==> src/rtl/pc_unit.sv <==
// pc_unit: MIPS program counter with one architectural delay slot and halt-on-HALT_ADDR detection
module pc_unit #(
  parameter logic [31:0] RESET_VECTOR = 32'hBFC00000,
  parameter logic [31:0] HALT_ADDR    = 32'h00000000
) (
  input  logic        clk,
  input  logic        reset,
  input  logic        stall,
  input  logic        branch,
  input  logic [15:0] branch_offset,
  input  logic        jump,
  input  logic [25:0] jump_index,
  input  logic        jump_reg,
  input  logic [31:0] jump_reg_target,
  output logic [31:0] instr_address,
  output logic        active,
  output logic        in_delay_slot,
  output logic        pc_fault
);
  typedef enum logic [1:0] {RUN, DELAY, HALTED} state_t;
  state_t state_q, state_d;
  logic [31:0] pc_q, pc_d, pend_q, pend_d, pc4, tgt;
  logic ds_q, ds_d, act_q, act_d, fault_q, fault_d, xfer;
  assign pc4  = pc_q + 32'd4;
  assign xfer = jump_reg | jump | branch;
  assign tgt  = jump_reg ? {jump_reg_target[31:2], 2'b00}
              : jump     ? {pc4[31:28], jump_index, 2'b00}
              :            pc4 + {{14{branch_offset[15]}}, branch_offset, 2'b00};
  always_comb begin
    state_d = state_q;
    pc_d    = pc_q;
    pend_d  = pend_q;
    ds_d    = ds_q;
    act_d   = act_q;
    fault_d = fault_q;
    if (!stall) begin
      case (state_q)
        RUN: begin
          pc_d = pc4;
          if (xfer) begin
            pend_d  = tgt;
            ds_d    = 1'b1;
            state_d = DELAY;
          end
          if (jump_reg && jump_reg_target[1:0] != 2'b00) fault_d = 1'b1;
        end
        DELAY: begin
          ds_d    = 1'b0;
          pc_d    = pend_q;
          act_d   = pend_q != HALT_ADDR;
          state_d = (pend_q == HALT_ADDR) ? HALTED : RUN;
        end
        default: ;
      endcase
    end
  end
  always_ff @(posedge clk) begin
    if (reset) begin
      state_q <= RUN;
      pc_q    <= RESET_VECTOR;
      pend_q  <= 32'd0;
      ds_q    <= 1'b0;
      act_q   <= 1'b1;
      fault_q <= 1'b0;
    end else begin
      state_q <= state_d;
      pc_q    <= pc_d;
      pend_q  <= pend_d;
      ds_q    <= ds_d;
      act_q   <= act_d;
      fault_q <= fault_d;
    end
  end
  assign instr_address = pc_q;
  assign active        = act_q;
  assign in_delay_slot = ds_q;
  assign pc_fault      = fault_q;
endmodule
==> config.mk <==
export PLATFORM = sky130hd
export DESIGN_NAME = pc_unit
export DESIGN_NICKNAME = d
export VERILOG_FILES = /design/src/rtl/pc_unit.sv
export SDC_FILE = /design/constraint.sdc
export NUM_CORES = 1
export LEC_CHECK = 0
export BUFFER_PORTS_ARGS = -buffer_cell sky130_fd_sc_hd__clkbuf_2
export CORE_AREA = 2 2 74 146
export DETAILED_ROUTE_END_ITERATION = 8
export DIE_AREA = 0 0 76 148
export PLACE_DENSITY_LB_ADDON = 0.1
export SYNTH_ARGS = -nofsm -noshare
export SYNTH_HDL_FRONTEND = slang
export SYNTH_SLANG_ARGS = --single-unit
==> constraint.sdc <==
create_clock -name clk -period 4.2 [get_ports clk]
set_clock_uncertainty 0.1 [all_clocks]
set_input_delay 0.42 -clock clk [delete_from_list [all_inputs] [get_ports clk]]
set_output_delay 0.42 -clock clk [all_outputs]
set_load 0.005 [all_outputs]
After elaboration in Yosys (flattened, before gate mapping)

Cells that the tools add are included.

$add $sub $neg: 2
Equality and inequality tests: 2
Muxes and demuxes: 8
Bitwise operators: 3
Reductions and logical operators: 11

Operator list:

| kind                                          | number |
|---|---|
| two-way mux 32 bit                            | 2 |
| case mux 32 bit (2 select lines)              | 1 |
| adder 32 x 3 -> 32 bit, second input constant | 1 |
| adder 32 bit                                  | 1 |
| zero test 32 bit                              | 1 |
| nonzero test 32 bit                           | 1 |
| AND reduction 3 bit                           | 3 |
| two-way mux 2 bit                             | 2 |
| case mux 2 bit (2 select lines)               | 1 |
| AND reduction 2 bit                           | 2 |
| nonzero test 2 bit                            | 2 |
| == test 2 x 1 -> 1 bit, second input constant | 1 |
| zero test 2 bit                               | 1 |
| inequality test 2 bit, second input constant  | 1 |
| OR 1 bit                                      | 2 |
| case mux 1 bit (2 select lines)               | 1 |
| logical AND 1 bit                             | 1 |
| two-way mux 1 bit                             | 1 |
| NOT 1 bit                                     | 1 |

Register bits: 69
Input port bits: 80
Output and inout port bits: 35
Word-level logic and storage cells: 32

Depth between registers and ports, before layout

Gate-level depths: netlist (run 1).

Word-level depth: 4
Gate-level depth with buffers: 19
Depth with buffers taken out: 17

Worst setup path after synthesis (run 1)

Ideal clock, no wire load.

Path kind: register to register
From: register pc_q[4] (netlist: instr_address[4])
To: register pend_q[29]
Setup time: 117 ps
Data arrival time: 3458 ps
Data required time: 3983 ps
Slack: 526 ps
Cell stages (with the launch flop): 17
Path buffers: 2
Period minus slack after synthesis: 3674 ps
Cell sequence: dfxtp_1 -> buf_2 -> and4_1 -> and3_1 -> buf_2 -> and3_1 -> and3_1 -> and3_1 -> xor2_1 -> ha_1 -> nand4_1 -> nor4_1 -> a21oi_1 -> or4_1 -> a21oi_1 -> o21ai_1 -> a22o_1

Word-level cells in the longest chain between the ends: 4

Ends and longest elaborated chain:

| element                  | line | source |
|---|---|---|
| start: declaration       | 22   | `logic [31:0] pc_q, pc_d, pend_q, pend_d, pc4, tgt;` |
| start signal: assignment | 67   | `pc_q <= pc_d;` |
| adder 32 x 3 -> 32 bit * | 24   | `assign pc4 = pc_q + 32'd4;` |
| adder 32 bit             | 28   | `: pc4 + {{14{branch_offset[15]}}, branch_offset, 2'b00};` |
| two-way mux 32 bit *     | 27   | `: jump ? {pc4[31:28], jump_index, 2'b00}` |
| two-way mux 32 bit *     | 26   | `assign tgt = jump_reg ? {jump_reg_target[31:2], 2'b00}` |
| end signal: assignment   | 68   | `pend_q <= pend_d;` |
| end: declaration         | 22   |  |

Mark *: on every way between the ends. The rest lies on a longest branch, timed or not.
A chain may end at the register's enable or synchronous reset.

Worst setup path in the final report (run 1)

From: register pc_q[6] (netlist: instr_address[6])
To: register pend_q[24]

Word-level cells in the longest chain between the ends: 4

Ends and longest elaborated chain:

| element                | line |
|---|---|
| adder 32 x 3 -> 32 bit | 24 |
| adder 32 bit           | 28 |
| two-way mux 32 bit     | 27 |
| two-way mux 32 bit     | 26 |

No other way between the ends.

==> impl_metrics.yaml, run 1 <==
clock_network:
  cts_setup_buffers: 0
  htreeDepth: 3
  cts_tree: "yes"
  clk_latency_ps: 350
  cts-root-buf: "clkbuf_16"
  clock_sinks: 68
  cts_buffers: 9
  clock_path_buffers: 2
  path_clk_slew_ps: 60
hold_path:
  hold_depth: 3
  min_path_type: "in2reg"
  hp-start: "jump_reg_target[10]"
  min_to: "pend_q[10]"
finish:
  antennaDiodeCount: 0
  fillers: 915
  areaGrowthSynthToFinish_pct: 18.6
  fin_util: 0.654
  drive_gt1_frac: 0.209
  design_area_um2: 6600
  fin_nets: 951
critical_path:
  start_kind: "register"
  arrival_ps: 4110
  worst-path-max-fanout: 7
  rrSetupSlack_ps: 240
  required_ps: 4350
  r2r-end: "pend_q[24]"
  reg2reg_from: "instr_address[6]"
  critPathCaptureType: "register"
  reg2reg_depth: 15
  crit_path_start: "instr_address[6]"
  path_class: "reg2reg"
pwr:
  power.density_nw_per_um2: 324
  power.leakage_nw: 2.91
  ir_drop_uv: 228
route:
  wl_um: 21100
  drc: 0
  wire_per_inst_um: 21.7
  antenna_left: 0
  initialDrtViolationCount: 467
  vias: 6281
  dr.pass1.iters: 7
  avgViaCountPerCell: 6.46
place:
  gp_congestion: 0.969
  place_hpwl_um: 15800
  place_area_um2: 6260
  port_buffers: 114
sta:
  post-route-period-util: 0.944
  tns_ps: 0
  slew_violations: 0
  clock.fmax_ghz: 0.252
  hold_viol_final: 0
  max_slew_margin: 0.374
  tightest_slew_ps: 936
  fin_crit_ps: 3960
  setup-violations-final: 0
synth:
  ys_seq_area_frac: 0.245
  synthArstFlopShare: 0
  synth-edff-count: 0
  synthFlopType: "dfxtp_1"
  synth.distinct_cells: 68
  synth_top_cell_area_share: 0.245
  synth_area_leaders: "dfxtp_1, ha_1, a21oi_1"
  netlist_area_um2: 5560
  syn_avg_cell_area_um2: 7.56
  syn-instance-count: 736
  synth_seq_cells: 68
  ys_warn_count: 0
  syn_nets: 854
  synth_largest_area_cell: "dfxtp_1"
floorplanning:
  dieArea_um2: 11200
  die_w_um: 76
  initial_core_util: 0.552
  core_um2: 10100
  ios: 115
  die_y_um: 148
  num_rows: 52
global_routing:
  grt_max_degree: 71
  grt_pass1_vias: 6275
  grt_pass1_wl_um: 32500
  antenna_found_initial: 0
  overflow: 0
  grt.total_usage: 0.373
outcome:
  status: "complete, no violations"
job:
  drv_cap: 0
what timing repair did:
| action | in CTS | in global routing |
|---|---|---|
| setup endpoints to repair | 0 | 9 |
| resized for setup | 0 | 6 |
| hold buffers | 0 | 0 |
per-stage QoR:
stage          instances  total power, mW  hold slack, ps  worst slack, ps
5_1_grt              973             2.22             276            -26.5
3_3_place_gp         957             1.33             347              355
3_5_place_dp         957             1.35             359              223
4_1_cts              973             2.13             249              177
6_report             973             2.14             250              237
2_1_floorplan        736             1.13             344              526
state kept, by name, summed over array words and instances, names as in the netlist:
signal / count
pend_q: 32
state_q: 2
instr_address: 32
active: 1
pc_fault: 1
critical path, cell delays in order (launching register included):
cell and delay (ps):
dfxtp_1 410, and4_1 310, and3_1 200, buf_4 140, nand4_1 130, xnor2_1 210, ha_2 430, and4_1 200
nand2_1 60, or4b_1 550, a41oi_2 280, a221oi_1 160, xor2_1 170, nor2_1 100, a21oi_1 60, a2111oi_2 360
cells in the final DEF, fill, tap and decap left out, types with 19 or more instances in the layout:
| master | count |
|---|---|
| o211ai_1 | 19 |
| nor2_1 | 80 |
| xnor2_1 | 22 |
| o21ai_0 | 25 |
| nand2_1 | 82 |
| a21oi_1 | 74 |
| dfxtp_1 | 68 |
| xor2_1 | 21 |
| nand3_1 | 25 |
| clkbuf_2 | 114 |
| ha_1 | 36 |
worst max-delay path by stage:
stage,cells past startpoint,endpoint
floorplan,16,pend_q[29]
global placement,15,pend_q[24]
detailed placement,14,pend_q[31]
CTS,14,pend_q[31]
global route,13,pend_q[31]
finish,15,pend_q[24]
final cells by class:
type,count,area (um^2),area share
multi-input cells,615,4030,0.611
flip-flops and latches,68,1360,0.206
repair buffers,132,706,0.107
clock buffers,9,225,0.0341
well taps,135,169,0.0256
clock inverters,7,76.3,0.0116
inverters,7,26.3,0.00398
where the power goes:
part | internal, mW | total, mW | switching (mW)
Clock | 0.463 | 0.789 | 0.326
Sequential | 0.690 | 0.759 | 0.0691
Combinational | 0.243 | 0.592 | 0.349
Yosys cell counts (13+ instances only):
cell type,number
a21o_1,15
a21oi_1,75
clkbuf_1,35
dfxtp_1,68
ha_1,37
mux2i_1,18
nand2_1,82
nand3_1,25
nand4_1,13
nor2_1,80
nor3_1,15
o211ai_1,19
o21ai_0,25
xnor2_1,22
xor2_1,23
logic make-up after synthesis:
family / count (synthesis) / share of synthesized area
compound gates: 229 / 0.275
simple gates: 282 / 0.245
flops: 68 / 0.245
buf+inv: 53 / 0.0373
mux: 20 / 0.0371
xor+xnor: 46 / 0.0738
fa+ha+maj: 38 / 0.0868
layer usage:
metal	part of all wire	vias to the layer above	GRT usage
met5	0	-	0
met4	0.087	0	0.302
met3	0.050	88	0.0507
met2	0.51	266	0.675
met1	0.35	3004	0.376
li1	-	2923	-
(Power assumes the default switching activity.)
==> run 2, diff against run 1 <==
Settings changed: PLACE_DENSITY from default to 0.8, PLACE_DENSITY_LB_ADDON 0.1 to default.
==> run 2 against run 1 <==
  * Sequential power is essentially flat
  * Critical path depth is 1 lower
  * Clock power up 8.9%
  * Global-route usage up 0.31 points
  * Register-to-register slack about the same
  * Worst setup slack worse by 11 ps
  * Largest cell class unchanged
  * Highest routed layer unchanged
==> impl_metrics.yaml, run 2 (synthesized netlist as in run 1, its figures left out) <==
outcome:
  status: "complete, no violations"
pwr:
  power.density_nw_per_um2: 334
  power.leakage_nw: 2.91
  ir_drop_uv: 208
floorplanning:
  die_y_um: 148
  core_um2: 10100
  initial_core_util: 0.552
  ios: 115
  num_rows: 52
  dieArea_um2: 11200
  die_w_um: 76
finish:
  final_cell_mix: "clkbuf_2, nand2_1, nor2_1, a21oi_1, dfxtp_1"
  drive_gt1_frac: 0.210
  antennaDiodeCount: 0
  fin_nets: 952
  final_cell_count_no_fill: 974
  areaGrowthSynthToFinish_pct: 19.2
  fin_util: 0.657
  final_common_cell: "clkbuf_2"
place:
  gp_congestion: 0.973
  place_hpwl_um: 15900
  port_buffers: 114
  dp.cells: 958
  post-place-ws_ps: 292
clock_network:
  holdBufCountCts: 0
  cts_buffers: 9
  clock_sinks: 68
  htreeDepth: 3
  path_clk_slew_ps: 60
  clk_latency_ps: 340
  cts-root-buf: "clkbuf_16"
  cts_tree: "yes"
  clock_path_buffers: 2
sta:
  hold_viol_final: 0
  tightest_slew_ps: 1030
  holdWs_ps: 258
  post-route-period-util: 0.946
  tns_ps: 0
  max_slew_margin: 0.314
  fin_crit_ps: 3970
  clock.fmax_ghz: 0.252
  fin_ws_ps: 225
  setup-violations-final: 0
  slew_violations: 0
critical_path:
  arrival_ps: 4100
  crit_path_cell_trace: "and4_1 -> and3_1 -> and3_1 -> xor2_1 -> ha_1 -> a21o_1 -> a21o_1 -> a21oi_1 -> a41oi_2 -> a221oi_1 -> xor2_1 -> nor2_1 -> a21oi_1 -> a2111oi_2"
  slowest_stage: "a221oi_1"
  required_ps: 4330
  critPathCaptureType: "register"
  start_kind: "register"
  slowest_delay_ps: 430
  worst-path-max-fanout: 7
  path_class: "reg2reg"
route:
  antenna_left: 0
  dr.pass1.iters: 5
  wl_um: 21300
  initialDrtViolationCount: 619
  wire_per_inst_um: 21.8
  vias: 6356
  drc: 0
  avgViaCountPerCell: 6.53
global_routing:
  grt_max_degree: 71
  grt_pass1_wl_um: 32800
  grt_pass1_vias: 6301
  antenna_found_initial: 0
  grt.total_usage: 0.376
  overflow: 0
hold_path:
  min_path_type: "in2reg"
job:
  drv_cap: 0
==> run 2: power by group <==
part,switching (mW),internal (mW),total [mW]
sequential,0.0721,0.690,0.762
combinational,0.352,0.244,0.596
clock,0.305,0.554,0.859
total,0.730,1.49,2.22
==> run 2: through the flow <==
step / cell area [um^2] / total power [mW]
3_3_place_gp: 6270 / 1.34
5_1_grt: 6630 / 2.30
6_report: 6630 / 2.22
2_1_floorplan: 5560 / 1.13
4_1_cts: 6600 / 2.21
3_5_place_dp: 6270 / 1.35
==> run 2: timing repair <==
action / 4_1_cts / 5_1_grt
resized for setup: 0 / 5
setup buffers: 0 / 0
setup endpoints to repair: 0 / 6
==> run 2: layout make-up <==
cell class,count,area [um^2]
clock buffers,11,253
clock inverters,5,83.8
multi-input cells,615,4020
flip-flops and latches,68,1360
fillers,923,3460
inverters,7,26.3
well taps,135,169
repair buffers,133,713
==> run 2: worst max-delay path, delay by kind of cell (launching register included) <==
kind / cells / cell delay, ps
AND/OR/NAND/NOR: 4 / 880
adder cells (fa/ha/maj): 1 / 350
XOR/XNOR: 2 / 340
AO/OA/AOI/OAI: 7 / 1810
flip-flops: 1 / 390
==> run 2: final timing paths <==
kind | startpoint | endpoint | slack (ps) | depth (start not counted)
min reg2reg | pc_fault | pc_fault | 370 | 2
min | jump_reg_target[10] | pend_q[10] | 260 | 3
max reg2reg | instr_address[7] | pend_q[24] | 230 | 14
max | instr_address[7] | pend_q[24] | 230 | 14
==> run 2: routing by layer <==
metal  vias up  global-route usage  routed length [um]  share of wire
met5         -                   0                   0              0
met4         0               0.352                2230           0.10
met3       115              0.0470                1270          0.059
met2       339               0.661               10800           0.51
met1      2978               0.378                7000           0.33
li1       2924                   -                   -              -
==> run 3, diff against run 2 <==
Settings changed: BUFFER_PORTS_ARGS -buffer_cell sky130_fd_sc_hd__clkbuf_2 to default, CORE_AREA 2 2 74 146 to 2 2 69 136, CTS_CLUSTER_SIZE from default to 30, DIE_AREA 0 0 76 148 to 0 0 71 138, DONT_BUFFER_PORTS from default to 1, PLACE_DENSITY 0.8 to 0.79.
==> run 3 against run 2 <==
  * Global-route usage grew 2.6 points
  * Maximum frequency shrank 0.52%
  * Clock power shrank 2%
  * Critical path depth grew 1
  * Largest cell class unchanged
==> impl_metrics.yaml, run 3 (synthesized netlist as in run 1, its figures left out) <==
finish:
  final_cell_count_no_fill: 826
  fin_nets: 836
  final_cell_mix: "nand2_1, nor2_1, a21oi_1, dfxtp_1, ha_1"
  fillers: 796
  final_common_cell: "nand2_1"
  areaGrowthSynthToFinish_pct: 8.03
  drive_gt1_frac: 0.0885
  fin_util: 0.676
place:
  post-place-ws_ps: 130
  dp.cells: 809
  place_hpwl_um: 14500
  port_buffers: 0
  gp_congestion: 0.980
route:
  dr.pass1.iters: 6
  initialDrtViolationCount: 598
  wire_per_inst_um: 24.3
  avgViaCountPerCell: 7.09
  vias: 5860
  drc: 0
  antenna_left: 0
  wl_um: 20100
pwr:
  power.leakage_nw: 2.42
  power.density_nw_per_um2: 352
  ir_drop_uv: 278
floorplanning:
  die_y_um: 138
  initial_core_util: 0.626
  ios: 115
  dieArea_um2: 9800
  num_rows: 49
  die_w_um: 71
  core_um2: 8890
critical_path:
  critPathCaptureType: "register"
  arrival_ps: 4120
  crit_buf_inv: 0
  crit_path_cell_trace: "and4_1 -> and3_1 -> and3_1 -> and3_2 -> xor2_2 -> ha_1 -> nand2_1 -> nor2_1 -> or4b_1 -> a21oi_1 -> o31ai_1 -> nor3b_2 -> mux2i_1 -> nor3_2 -> nor3_1"
  cp_top_family: "simple AND/OR/NAND/NOR gates"
  worst-path-max-fanout: 6
  required_ps: 4320
  start_kind: "register"
  slowest_stage: "or4b_1"
  slowest_delay_ps: 530
  cp_common_cell: "and3_1"
  path_class: "reg2reg"
clock_network:
  cts_setup_buffers: 0
  clk_latency_ps: 340
  path_clk_slew_ps: 60
  htreeDepth: 3
  cts_buffers: 9
  clock_path_buffers: 2
  cts_tree: "yes"
  clock_sinks: 68
  cts-root-buf: "clkbuf_16"
global_routing:
  grt_max_degree: 72
  grt.total_usage: 0.402
  grt_pass1_wl_um: 30200
  grt_pass1_vias: 5660
  overflow: 0
  antenna_found_initial: 1
sta:
  tightest_slew_ps: 1070
  fin_ws_ps: 205
  setup-violations-final: 0
  post-route-period-util: 0.951
  max_slew_margin: 0.283
  clock.fmax_ghz: 0.250
  fin_crit_ps: 4000
  slew_violations: 0
  hold_viol_final: 0
outcome:
  status: "complete, no violations"
job:
  drv_cap: 0
hold_path:
  min_path_type: "in2reg"
## run 3: worst paths after layout
check | from | to | slack [ps] | cells past startpoint
max | instr_address[7] | pend_q[30] | 200 | 15
min | reset | pend_q[14] | 50 | 1
max reg2reg | instr_address[7] | pend_q[30] | 200 | 15
min reg2reg | pend_q[13] | pend_q[13] | 380 | 2
## run 3: cell type report
type	instances	area, um^2	share of cell area
tap	102	128	0.0212
clock buffer	9	225	0.0375
timing repair buffer	17	128	0.0212
antenna	1	2.50	0.000416
clock inverter	7	98.8	0.0164
sequential	68	1360	0.227
multi-input combinational	615	4040	0.672
inverter	7	26.3	0.00437
## run 3: timing repair
item | 4_1_cts | 5_1_grt
hold buffers | 0 | 0
setup endpoints to repair | 0 | 7
gates resized for setup | 0 | 9
## run 3: metrics by stage
step                TNS, ps  hold slack [ps]  total power, mW  cell area [um^2]
global route          -33.3             44.3             2.19              6010
finish                    0             48.0             2.11              6010
CTS                       0             42.7             2.10              5960
detailed placement        0              360             1.26              5640
global placement          0              351             1.25              5640
floorplan                 0              344             1.13              5560
## run 3: metal layers
metal	part of all wire	vias to the layer above	global-route usage	wire length (um)
met5	0	-	0	0
met4	0.079	0	0.290	1600
met3	0.074	86	0.0860	1480
met2	0.51	312	0.706	10300
met1	0.33	2765	0.404	6730
li1	-	2697	-	-
## run 3: power by group
| group | internal [mW] | switching [mW] |
|---|---|---|
| Clock | 0.523 | 0.321 |
| Combinational | 0.208 | 0.302 |
| Sequential | 0.690 | 0.0700 |
| Total | 1.42 | 0.693 |
